===== src/rtl/pipelined_decode_ctrl.sv =====
// Registered, handshaked instruction decoder with multdiv stall and load-use bubble.
// Optional HAZARD_DETECT_EN compiles in the load-use interlock; otherwise hazard is tied low.
module pipelined_decode_ctrl #(
    parameter int unsigned OPW      = 5,
    parameter int unsigned FUNCW    = 5,
    parameter int unsigned REGW     = 5,
    parameter int unsigned LINK_REG = 31
) (
    input  logic             clock,
    input  logic             reset_n,
    input  logic             in_valid,
    output logic             in_ready,
    input  logic [31:0]      instr,
    output logic             out_valid,
    input  logic             out_ready,
    output logic             rwe,
    output logic             rdst,
    output logic             aluinb,
    output logic [FUNCW-1:0] aluop,
    output logic             dmwe,
    output logic             rwd,
    output logic [1:0]       jump,
    output logic [1:0]       branch,
    output logic [REGW-1:0]  rd_addr,
    output logic             illegal,
    output logic             md_start,
    output logic             md_is_div,
    input  logic             md_done
);

    typedef enum logic {RUN, MD_WAIT} state_t;

    localparam logic [OPW-1:0] OP_R    = OPW'(0);
    localparam logic [OPW-1:0] OP_J    = OPW'(1);
    localparam logic [OPW-1:0] OP_BNE  = OPW'(2);
    localparam logic [OPW-1:0] OP_JAL  = OPW'(3);
    localparam logic [OPW-1:0] OP_JR   = OPW'(4);
    localparam logic [OPW-1:0] OP_ADDI = OPW'(5);
    localparam logic [OPW-1:0] OP_BLT  = OPW'(6);
    localparam logic [OPW-1:0] OP_SW   = OPW'(7);
    localparam logic [OPW-1:0] OP_LW   = OPW'(8);

    localparam logic [FUNCW-1:0] F_SUB = FUNCW'(1);
    localparam logic [FUNCW-1:0] F_MUL = FUNCW'(6);
    localparam logic [FUNCW-1:0] F_DIV = FUNCW'(7);

    state_t           state_q, state_d;
    logic             active_q;
    logic             ov_d, md_start_d, load_word, accept, hazard;
    logic [OPW-1:0]   op;
    logic [FUNCW-1:0] func;
    logic [REGW-1:0]  rd_f;

    logic             dec_rwe, dec_rdst, dec_aluinb, dec_dmwe, dec_rwd;
    logic             dec_illegal, dec_md, dec_div;
    logic [FUNCW-1:0] dec_aluop;
    logic [1:0]       dec_jump, dec_branch;
    logic [REGW-1:0]  dec_rd;

    logic unused_bits;
    assign unused_bits = ^{instr[11:7], instr[1:0]};

    // Instruction decode into the next control word
    always_comb begin
        op          = instr[31 -: OPW];
        func        = instr[2 +: FUNCW];
        rd_f        = instr[26 -: REGW];
        dec_rwe     = 1'b0;
        dec_rdst    = 1'b0;
        dec_aluinb  = 1'b0;
        dec_dmwe    = 1'b0;
        dec_rwd     = 1'b0;
        dec_illegal = 1'b0;
        dec_md      = 1'b0;
        dec_div     = 1'b0;
        dec_aluop   = '0;
        dec_jump    = 2'b00;
        dec_branch  = 2'b00;
        dec_rd      = rd_f;
        case (op)
            OP_R: begin
                if (func <= F_DIV) begin
                    dec_rwe   = 1'b1;
                    dec_aluop = func;
                    dec_md    = (func == F_MUL) || (func == F_DIV);
                    dec_div   = (func == F_DIV);
                end else begin
                    dec_illegal = 1'b1;
                end
            end
            OP_J:    dec_jump = 2'b01;
            OP_BNE:  begin dec_branch = 2'b01; dec_aluop = F_SUB; dec_rdst = 1'b1; end
            OP_JAL:  begin dec_jump = 2'b10; dec_rwe = 1'b1; dec_rd = REGW'(LINK_REG); end
            OP_JR:   begin dec_jump = 2'b11; dec_rdst = 1'b1; end
            OP_ADDI: begin dec_rwe = 1'b1; dec_rdst = 1'b1; dec_aluinb = 1'b1; end
            OP_BLT:  begin dec_branch = 2'b10; dec_aluop = F_SUB; dec_rdst = 1'b1; end
            OP_SW:   begin dec_dmwe = 1'b1; dec_rdst = 1'b1; dec_aluinb = 1'b1; end
            OP_LW:   begin dec_rwe = 1'b1; dec_rdst = 1'b1; dec_aluinb = 1'b1; dec_rwd = 1'b1; end
            default: dec_illegal = 1'b1;
        endcase
        if (dec_illegal) begin
            dec_rwe    = 1'b0;
            dec_dmwe   = 1'b0;
            dec_jump   = 2'b00;
            dec_branch = 2'b00;
            dec_md     = 1'b0;
            dec_div    = 1'b0;
        end
        if (dec_rd == '0) begin
            dec_rwe = 1'b0;
        end
    end

`ifdef HAZARD_DETECT_EN
    logic            ld_q, uses_rt, uses_rd;
    logic [REGW-1:0] rs_f, rt_f;

    // Tracks whether the word in the output register is a load
    always_ff @(posedge clock) begin
        if (!reset_n) begin
            ld_q <= 1'b0;
        end else if (load_word) begin
            ld_q <= (op == OP_LW);
        end
    end

    always_comb begin
        rs_f    = instr[21 -: REGW];
        rt_f    = instr[16 -: REGW];
        uses_rt = (op == OP_R);
        uses_rd = (op == OP_SW) || (op == OP_BNE) || (op == OP_BLT) || (op == OP_JR);
        hazard  = in_valid && out_valid && ld_q && (rd_addr != '0) &&
                  ((rs_f == rd_addr) || (uses_rt && (rt_f == rd_addr)) ||
                   (uses_rd && (rd_f == rd_addr)));
    end
`else
    logic unused_src;
    assign unused_src = ^instr[21:12];
    assign hazard     = 1'b0;
`endif

    assign in_ready = active_q && (!out_valid || out_ready) && (state_q == RUN) && !hazard;
    assign accept   = in_valid && in_ready;

    // Next state, output-register load and valid/start control
    always_comb begin
        state_d    = state_q;
        ov_d       = out_valid;
        md_start_d = 1'b0;
        load_word  = 1'b0;
        case (state_q)
            RUN: begin
                if (accept) begin
                    load_word = 1'b1;
                    if (dec_md) begin
                        ov_d       = 1'b0;
                        md_start_d = 1'b1;
                        state_d    = MD_WAIT;
                    end else begin
                        ov_d = 1'b1;
                    end
                end else if (out_valid && out_ready) begin
                    ov_d = 1'b0;
                end
            end
            MD_WAIT: begin
                if (md_done) begin
                    ov_d    = 1'b1;
                    state_d = RUN;
                end
            end
            default: state_d = RUN;
        endcase
    end

    always_ff @(posedge clock) begin
        if (!reset_n) begin
            state_q   <= RUN;
            active_q  <= 1'b0;
            out_valid <= 1'b0;
            md_start  <= 1'b0;
            rwe       <= 1'b0;
            rdst      <= 1'b0;
            aluinb    <= 1'b0;
            aluop     <= '0;
            dmwe      <= 1'b0;
            rwd       <= 1'b0;
            jump      <= 2'b00;
            branch    <= 2'b00;
            rd_addr   <= '0;
            illegal   <= 1'b0;
            md_is_div <= 1'b0;
        end else begin
            state_q   <= state_d;
            active_q  <= 1'b1;
            out_valid <= ov_d;
            md_start  <= md_start_d;
            if (load_word) begin
                rwe       <= dec_rwe;
                rdst      <= dec_rdst;
                aluinb    <= dec_aluinb;
                aluop     <= dec_aluop;
                dmwe      <= dec_dmwe;
                rwd       <= dec_rwd;
                jump      <= dec_jump;
                branch    <= dec_branch;
                rd_addr   <= dec_rd;
                illegal   <= dec_illegal;
                md_is_div <= dec_div;
            end
        end
    end

endmodule


===== config.mk =====
export PLATFORM = sky130hd
export DESIGN_NAME = pipelined_decode_ctrl
export DESIGN_NICKNAME = d
export VERILOG_FILES = /design/src/rtl/pipelined_decode_ctrl.sv
export SDC_FILE = /design/constraint.sdc
export NUM_CORES = 1
export LEC_CHECK = 0
export BUFFER_PORTS_ARGS = -buffer_cell sky130_fd_sc_hd__buf_2
export CORE_MARGIN = 5
export CORE_UTILIZATION = 40
export DETAILED_ROUTE_END_ITERATION = 8
export HOLD_SLACK_MARGIN = 0.03
export PLACE_DENSITY_LB_ADDON = 0.08
export SYNTH_ARGS = -nofsm -noshare
export SYNTH_HDL_FRONTEND = slang
export SYNTH_SLANG_ARGS = --single-unit

===== constraint.sdc =====
create_clock -name clock -period 3.9 [get_ports clock]
set_input_delay 0.195 -clock clock [delete_from_list [all_inputs] [get_ports clock]]
set_output_delay 0.195 -clock clock [all_outputs]
set_load 0.05 [all_outputs]

==> impl_metrics.env, run 1 <==
export IMPL_drv_cap=0
export IMPL_row_count=19
export IMPL_synth_area_top_cells="dfxtp_1, a21oi_1, nand2_1, o221a_2, nand4_1"
export IMPL_vias_per_cell=5.241
export IMPL_synth_edf_count=0
export IMPL_async_flop_share=0
export IMPL_multi_input_area_um2=569.3
export IMPL_yosysTopAreaCell="dfxtp_1"
export IMPL_globalRouteOverflowTotal=0
export IMPL_dp_cells=195
export IMPL_p_leak_nw=0.5937
export IMPL_layout_drive_gt1_share=0.3274
export IMPL_fp_coreArea_mm2=0.002734
export IMPL_ir_drop_v=0.0002855
export IMPL_outcome="complete, no violations"
export IMPL_dieArea_mm2=0.004002
export IMPL_cp_max_fo=24
export IMPL_cts_resized=0
export IMPL_clk_pin_slew_ns=0.14
export IMPL_fill_cells=276
export IMPL_clock_skew_final_ns=0.007324
export IMPL_drtIter0Drc=27
export IMPL_io_pins=61
export IMPL_ctsHoldBuffers=0
export IMPL_cts_num_sinks=25
export IMPL_critPathLaunchType="flip-flop"
export IMPL_synth_main_ff_cell="dfxtp_1"
export IMPL_synth_seq_area_share=0.4410
export IMPL_synthDistinctLibCells=39
export IMPL_synth_nets=168
export IMPL_worstPathRequired_ns=4.15
export IMPL_vias=1043
export IMPL_io_buffers=43
export IMPL_antenna_left=0
export IMPL_cts_tree="yes"
export IMPL_grt_first_pass_wirelength_um=4629
export IMPL_gp_congestion=0.8442
export IMPL_hpwl_um=1955
export IMPL_dr_pass1_iters=6
export IMPL_synth_top_area_share=0.4410
export IMPL_worstSetupEndpointType="flip-flop"
export IMPL_syn_area_per_cell_um2=8.663
export IMPL_hold_violations=0
export IMPL_diodes=0
export IMPL_start_util=0.4151
export IMPL_ys_warn_count=0
export IMPL_die_x_um=63.27
export IMPL_path_class="flip-flop to flip-flop"
export IMPL_cts_buffers=3
export IMPL_die_h_um=63.27
export IMPL_power_per_cell_area_mw_per_mm2=338.5
export IMPL_ys_seq_elements=25
export IMPL_syn_inst=131
export IMPL_fin_area_mm2=0.001370
export IMPL_grt_start_max_net_pins=25
export IMPL_worst_slew_pin_slew_ns=0.8307
export IMPL_hp_class="input pin to flip-flop"
export IMPL_routed_wl_um=2633
export IMPL_cts_setup_buffers=0
export IMPL_htree_num_levels=1
export IMPL_power_uw=463.8
export IMPL_post_dp_cell_area_mm2=0.001343
export IMPL_fin_tns_setup_ns=0
export IMPL_cp_arrival_ns=2.45
export IMPL_grt_pass1_vias=952
export IMPL_finalCritPeriodShare=0.5660
export IMPL_fmax_mhz=453.0
export IMPL_syn_area_mm2=0.001135
export IMPL_finalSetupViolCount=0
export IMPL_regArea_um2=500.5
export IMPL_nets=206
export IMPL_instances_no_fill=199
export IMPL_layout_min_cycle_time_ns=2.207
export IMPL_cts_root_buf="clkbuf_4"
export IMPL_antenna_found_initial=0
export IMPL_slew_viol_final=0
export IMPL_cts_buffer_depth=2
export IMPL_drt_wirelength_per_cell_um=13.23
export IMPL_route_detailed_drc=0
export IMPL_clk_latency_ns=0.32
export IMPL_timing_slew_headroom=0.4447
export IMPL_rsz0062_at_grt="no"
export IMPL_grtUsageTotal=0.1376
export IMPL_area_growth_pct=20.73
[final cells by class]
class,instances,area share
Multi-Input combinational cell,91,0.4155
Clock buffer,3,0.01644
Inverter,5,0.01370
Clock inverter,1,0.003653
Timing Repair Buffer,43,0.1571
Tap cell,31,0.02831
Sequential cell,25,0.3653
[through the flow]
stage | worst slack (ns) | hold WS, ns | utilization
after floorplan | 2.249 | 0.2227 | -
after global placement | 1.739 | 0.4316 | 0.4911
after detailed placement | 1.732 | 0.4393 | 0.4911
after CTS | 1.691 | 0.07315 | 0.5011
after global routing | 1.560 | 0.07125 | 0.5011
final | 1.693 | 0.09131 | 0.5011
[report_power, final]
part / switching [mW] / total, mW / leakage [nW] / internal (mW)
clock: 0.0762 / 0.115 / 0.0177 / 0.0384
sequential: 0.00275 / 0.265 / 0.203 / 0.262
combinational: 0.0593 / 0.0845 / 0.373 / 0.0252
[registers in the layout, summed over array words and instances (netlist names), 2 cells and up]
register / cells
aluop: 5
branch: 2
jump: 2
rd_addr: 5
[routing by layer]
metal	up-vias	track usage	share of wire
met5	-	0	0
met2	26	0.2103	0.44
li1	547	-	-
met4	0	0.03896	0.010
met1	466	0.1852	0.49
met3	4	0.04440	0.060
[cells in the mapped netlist (2+ instances only)]
cell type and number:
nor3b_1 2, nand4b_1 2, nand2_1 14, a21oi_1 15, nor2_1 6, nor2b_1 3
nand3_1 2, nor3_1 4, clkbuf_1 7, and3_1 3, o221a_2 4, or4_1 3
dfxtp_1 25, o211ai_1 2, and2_1 4, nand4_1 7, a22oi_1 2, inv_1 5
[kinds of logic (layout without fill, tap and decap cells)]
kind of cell	Yosys count	in the layout	synth area share
simple gates	58	58	0.2966
flops	25	25	0.4410
compound gates	31	31	0.1885
xor+xnor	1	1	0.007719
buf+inv	15	52	0.05733
mux	1	1	0.008821
[worst paths after layout]
path                              from              endpoint  slack (ns)  cells after the start
setup reg to reg    state_q$_SDFF_PN0_      rwe$_SDFFE_PN0P_        1.69                      4
setup / recovery    state_q$_SDFF_PN0_      rwe$_SDFFE_PN0P_        1.69                      4
hold reg to reg   jump[0]$_SDFFE_PN0P_  jump[0]$_SDFFE_PN0P_        0.46                      2
hold / removal                 reset_n      active_q$_DFF_P_        0.09                      1
[cell usage in the layout (no fill, tap or decap), types with 2 or more instances in the layout]
| cell type | netlist | routed |
|---|---|---|
| nor3b_1 | 2 | 2 |
| nand2_1 | 14 | 14 |
| nor2b_1 | 3 | 3 |
| nand3_1 | 2 | 2 |
| clkbuf_4 | 0 | 3 |
| nand4b_1 | 2 | 2 |
| nor3_1 | 4 | 4 |
| a21oi_1 | 15 | 15 |
| a22oi_1 | 2 | 2 |
| buf_2 | 1 | 43 |
| and2_1 | 4 | 4 |
| nand4_1 | 7 | 7 |
| dfxtp_1 | 25 | 25 |
| or4_1 | 3 | 3 |
| nor2_1 | 6 | 6 |
| o211ai_1 | 2 | 2 |
| o221a_2 | 4 | 4 |
| and3_1 | 3 | 3 |
| inv_1 | 5 | 5 |
[worst max-delay path: stages, from the launching register on]
cell and delay (ns):
dfxtp_1 0.35, nor2b_1 0.16, nand3_1 0.61, or4_1 0.74, a221oi_2 0.27
(Power assumes the default switching activity.)
==> run 2: changes to the inputs <==
Settings changed: ABC_AREA set to 1, CORE_UTILIZATION 40 to 39.
Clock period 3.9 ns to 1.8 ns, I/O delays scaled along.
==> run 2 against run 1 <==
- clock power increased by 110%
- register-to-register slack lost 1.2 ns
- first-iteration DRC count increased by 89%
- critical path depth up 4
==> impl_metrics.env, run 2 <==
export IMPL_combPwrFrac=0.212
export IMPL_synthTopCellsByCount="nand2_1, dfxtp_1, nor2_1"
export IMPL_post_dp_cell_area_mm2=0.001370
export IMPL_cts_root_buf="clkbuf_4"
export IMPL_fin_tns_setup_ns=0
export IMPL_grt_busiest_layer="met2"
export IMPL_synth_area_top_cells="dfxtp_1, nand2_1, nor2_1, inv_1, a21oi_1"
export IMPL_async_flop_share=0
export IMPL_final_cell_mix="buf_2, nand2_1, dfxtp_1"
export IMPL_p_int_uw=724.1
export IMPL_routed_wl_um=2821
export IMPL_syn_area_mm2=0.001151
export IMPL_fill_cells=313
export IMPL_syn_inst=154
export IMPL_cts_buffers=3
export IMPL_synth_most_common_cell="nand2_1"
export IMPL_yosysTopAreaCell="dfxtp_1"
export IMPL_power_frac_seq=0.554
export IMPL_ir_drop_v=0.0004725
export IMPL_met1_usage=0.1713
export IMPL_finalCritPeriodShare=0.7352
export IMPL_nets=240
export IMPL_io_pins=61
export IMPL_clkPwrFrac=0.234
export IMPL_cts_setup_buffers=0
export IMPL_antenna_left=0
export IMPL_r2r_slack_ns=0.48
export IMPL_clock_skew_final_ns=0.003504
export IMPL_cpMaxStageDelayCell="dfxtp_1"
export IMPL_grtUsageTotal=0.1359
export IMPL_gp_congestion=0.7645
export IMPL_fp_coreArea_mm2=0.002781
export IMPL_mostFrequentLayoutCell="buf_2"
export IMPL_route_detailed_drc=0
export IMPL_clk_latency_ns=0.31
export IMPL_path_class="flip-flop to flip-flop"
export IMPL_grt_first_pass_wirelength_um=4657
export IMPL_critPathLaunchType="flip-flop"
export IMPL_syn_area_per_cell_um2=7.475
export IMPL_p_leak_nw=0.7302
export IMPL_dieArea_mm2=0.004138
export IMPL_start_util=0.4139
export IMPL_worstSetupEndpointType="flip-flop"
export IMPL_vias=1139
export IMPL_critical_path_buf_inv_count=3
export IMPL_cts_tree="yes"
export IMPL_fmax_mhz=755.6
export IMPL_cts_buffer_depth=2
export IMPL_area_growth_pct=26.85
export IMPL_cp_cell_sequence="inv_1 > nand4_4 > inv_2 > nand2_1 > nor2_1 > nand3b_1 > nand2_1 > inv_1"
export IMPL_fin_area_mm2=0.001460
export IMPL_hold_violations=0
export IMPL_synth_nets=191
export IMPL_timing_slew_headroom=0.7358
export IMPL_slew_viol_final=0
export IMPL_vias_per_cell=4.888
export IMPL_power_per_cell_area_mw_per_mm2=720.8
export IMPL_grtUsageMet3=0.02277
export IMPL_die_x_um=64.33
export IMPL_dr_pass1_iters=4
export IMPL_cp_max_fo=21
export IMPL_rsz0062_at_grt="no"
export IMPL_critPathTopFamily="simple AND/OR/NAND/NOR gates"
export IMPL_switchingPower_uw=328.4
export IMPL_outcome="complete, no violations"
export IMPL_cp_arrival_ns=1.55
export IMPL_globalRouteOverflowTotal=0
export IMPL_worst_slew_pin_slew_ns=0.3959
export IMPL_synth_main_ff_cell="dfxtp_1"
export IMPL_diodes=0
export IMPL_sw_frac_of_total=0.3120
export IMPL_io_buffers=43
export IMPL_drt_wirelength_per_cell_um=12.11
export IMPL_top_regs="aluop (5), rd_addr (5)"
export IMPL_synth_edf_count=0
export IMPL_layout_min_cycle_time_ns=1.323
export IMPL_hp_class="input pin to flip-flop"
export IMPL_worstPathRequired_ns=2.03
export IMPL_synth_seq_area_share=0.4348
export IMPL_drv_cap=0
export IMPL_instances_no_fill=233
export IMPL_ys_warn_count=0
export IMPL_critPathMaxStageDelay_ns=0.32
export IMPL_die_h_um=64.33
export IMPL_synth_top_area_share=0.4348
export IMPL_htree_num_levels=1
export IMPL_layout_drive_gt1_share=0.3020
export IMPL_finalSetupViolCount=0
export IMPL_dp_cells=223
export IMPL_drtIter0Drc=51
export IMPL_synthDistinctLibCells=26
export IMPL_hpwl_um=2122
export IMPL_grt_pass1_vias=1070
export IMPL_clk_pin_slew_ns=0.13
export IMPL_ys_seq_elements=25
export IMPL_grt_start_max_net_pins=22
export IMPL_antenna_found_initial=0
export IMPL_met2_usage=0.2326
export IMPL_row_count=19
export IMPL_cts_num_sinks=25
==> run 2: tightest hold or removal path: stages <==
cell	delay [ns]
buf_2	0.10
a22oi_1	0.06
nor2_1	0.09
==> run 2: layer usage <==
layer	share of wire	vias to the layer above
met3	0.061	2
met2	0.47	31
li1	-	591
met4	0.0060	0
met5	0	-
met1	0.46	515
==> run 2: final timing paths <==
path	startpoint	to	depth (start not counted)
hold / removal	instr[3]	aluop[1]$_SDFFE_PN0P_	3
setup / recovery	state_q$_SDFF_PN0_	rdst$_SDFFE_PN0P_	8
setup reg to reg	state_q$_SDFF_PN0_	rdst$_SDFFE_PN0P_	8
hold reg to reg	aluop[3]$_SDFFE_PN0P_	aluop[3]$_SDFFE_PN0P_	2
==> run 2: cell families (layout without fill, tap and decap cells) <==
family                 Yosys count  count (layout)  share of synthesized area
buffers and inverters           23              71                    0.09239
AO/OA/AOI/OAI                   25              25                     0.1217
AND/OR/NAND/NOR                 81              81                     0.3511
flip-flops                      25              25                     0.4348
==> run 2: area by class of cell <==
cell class	count	area, um^2	share of cell area
multi-input combinational	106	544.3	0.3728
sequential	25	500.5	0.3428
clock buffer	3	22.52	0.01542
clock inverter	1	7.507	0.005141
inverter	17	63.81	0.04370
tap	31	38.79	0.02656
timing repair buffer	50	282.8	0.1937
==> run 2: metrics by stage <==
step | power [mW] | worst slack, ns | hold slack (ns) | util
2_1_floorplan | 0.7487 | 0.2879 | 0.1177 | -
3_3_place_gp | 0.8065 | 0.5008 | 0.3374 | 0.4926
3_5_place_dp | 0.8093 | 0.4833 | 0.3466 | 0.4926
4_1_cts | 1.075 | 0.4593 | 0.03707 | 0.5250
5_1_grt | 1.123 | 0.3241 | 0.05424 | 0.5250
6_report | 1.052 | 0.4766 | 0.06205 | 0.5250
==> run 2: what timing repair did <==
| item | in CTS | in global routing |
|---|---|---|
| endpoints found under the hold margin | 7 | 0 |
| hold buffers | 6 | 0 |
| resized for setup | 0 | 0 |
==> run 2: power groups by stage <==
| stage | clock (mW) | combinational [mW] | sequential, mW |
|---|---|---|---|
| after floorplan | 0 | 0.0868 | 0.662 |
| after global placement | 0 | 0.212 | 0.595 |
| after detailed placement | 0 | 0.214 | 0.595 |
| after CTS | 0.267 | 0.225 | 0.583 |
| after global routing | 0.293 | 0.243 | 0.586 |
| final | 0.246 | 0.223 | 0.583 |
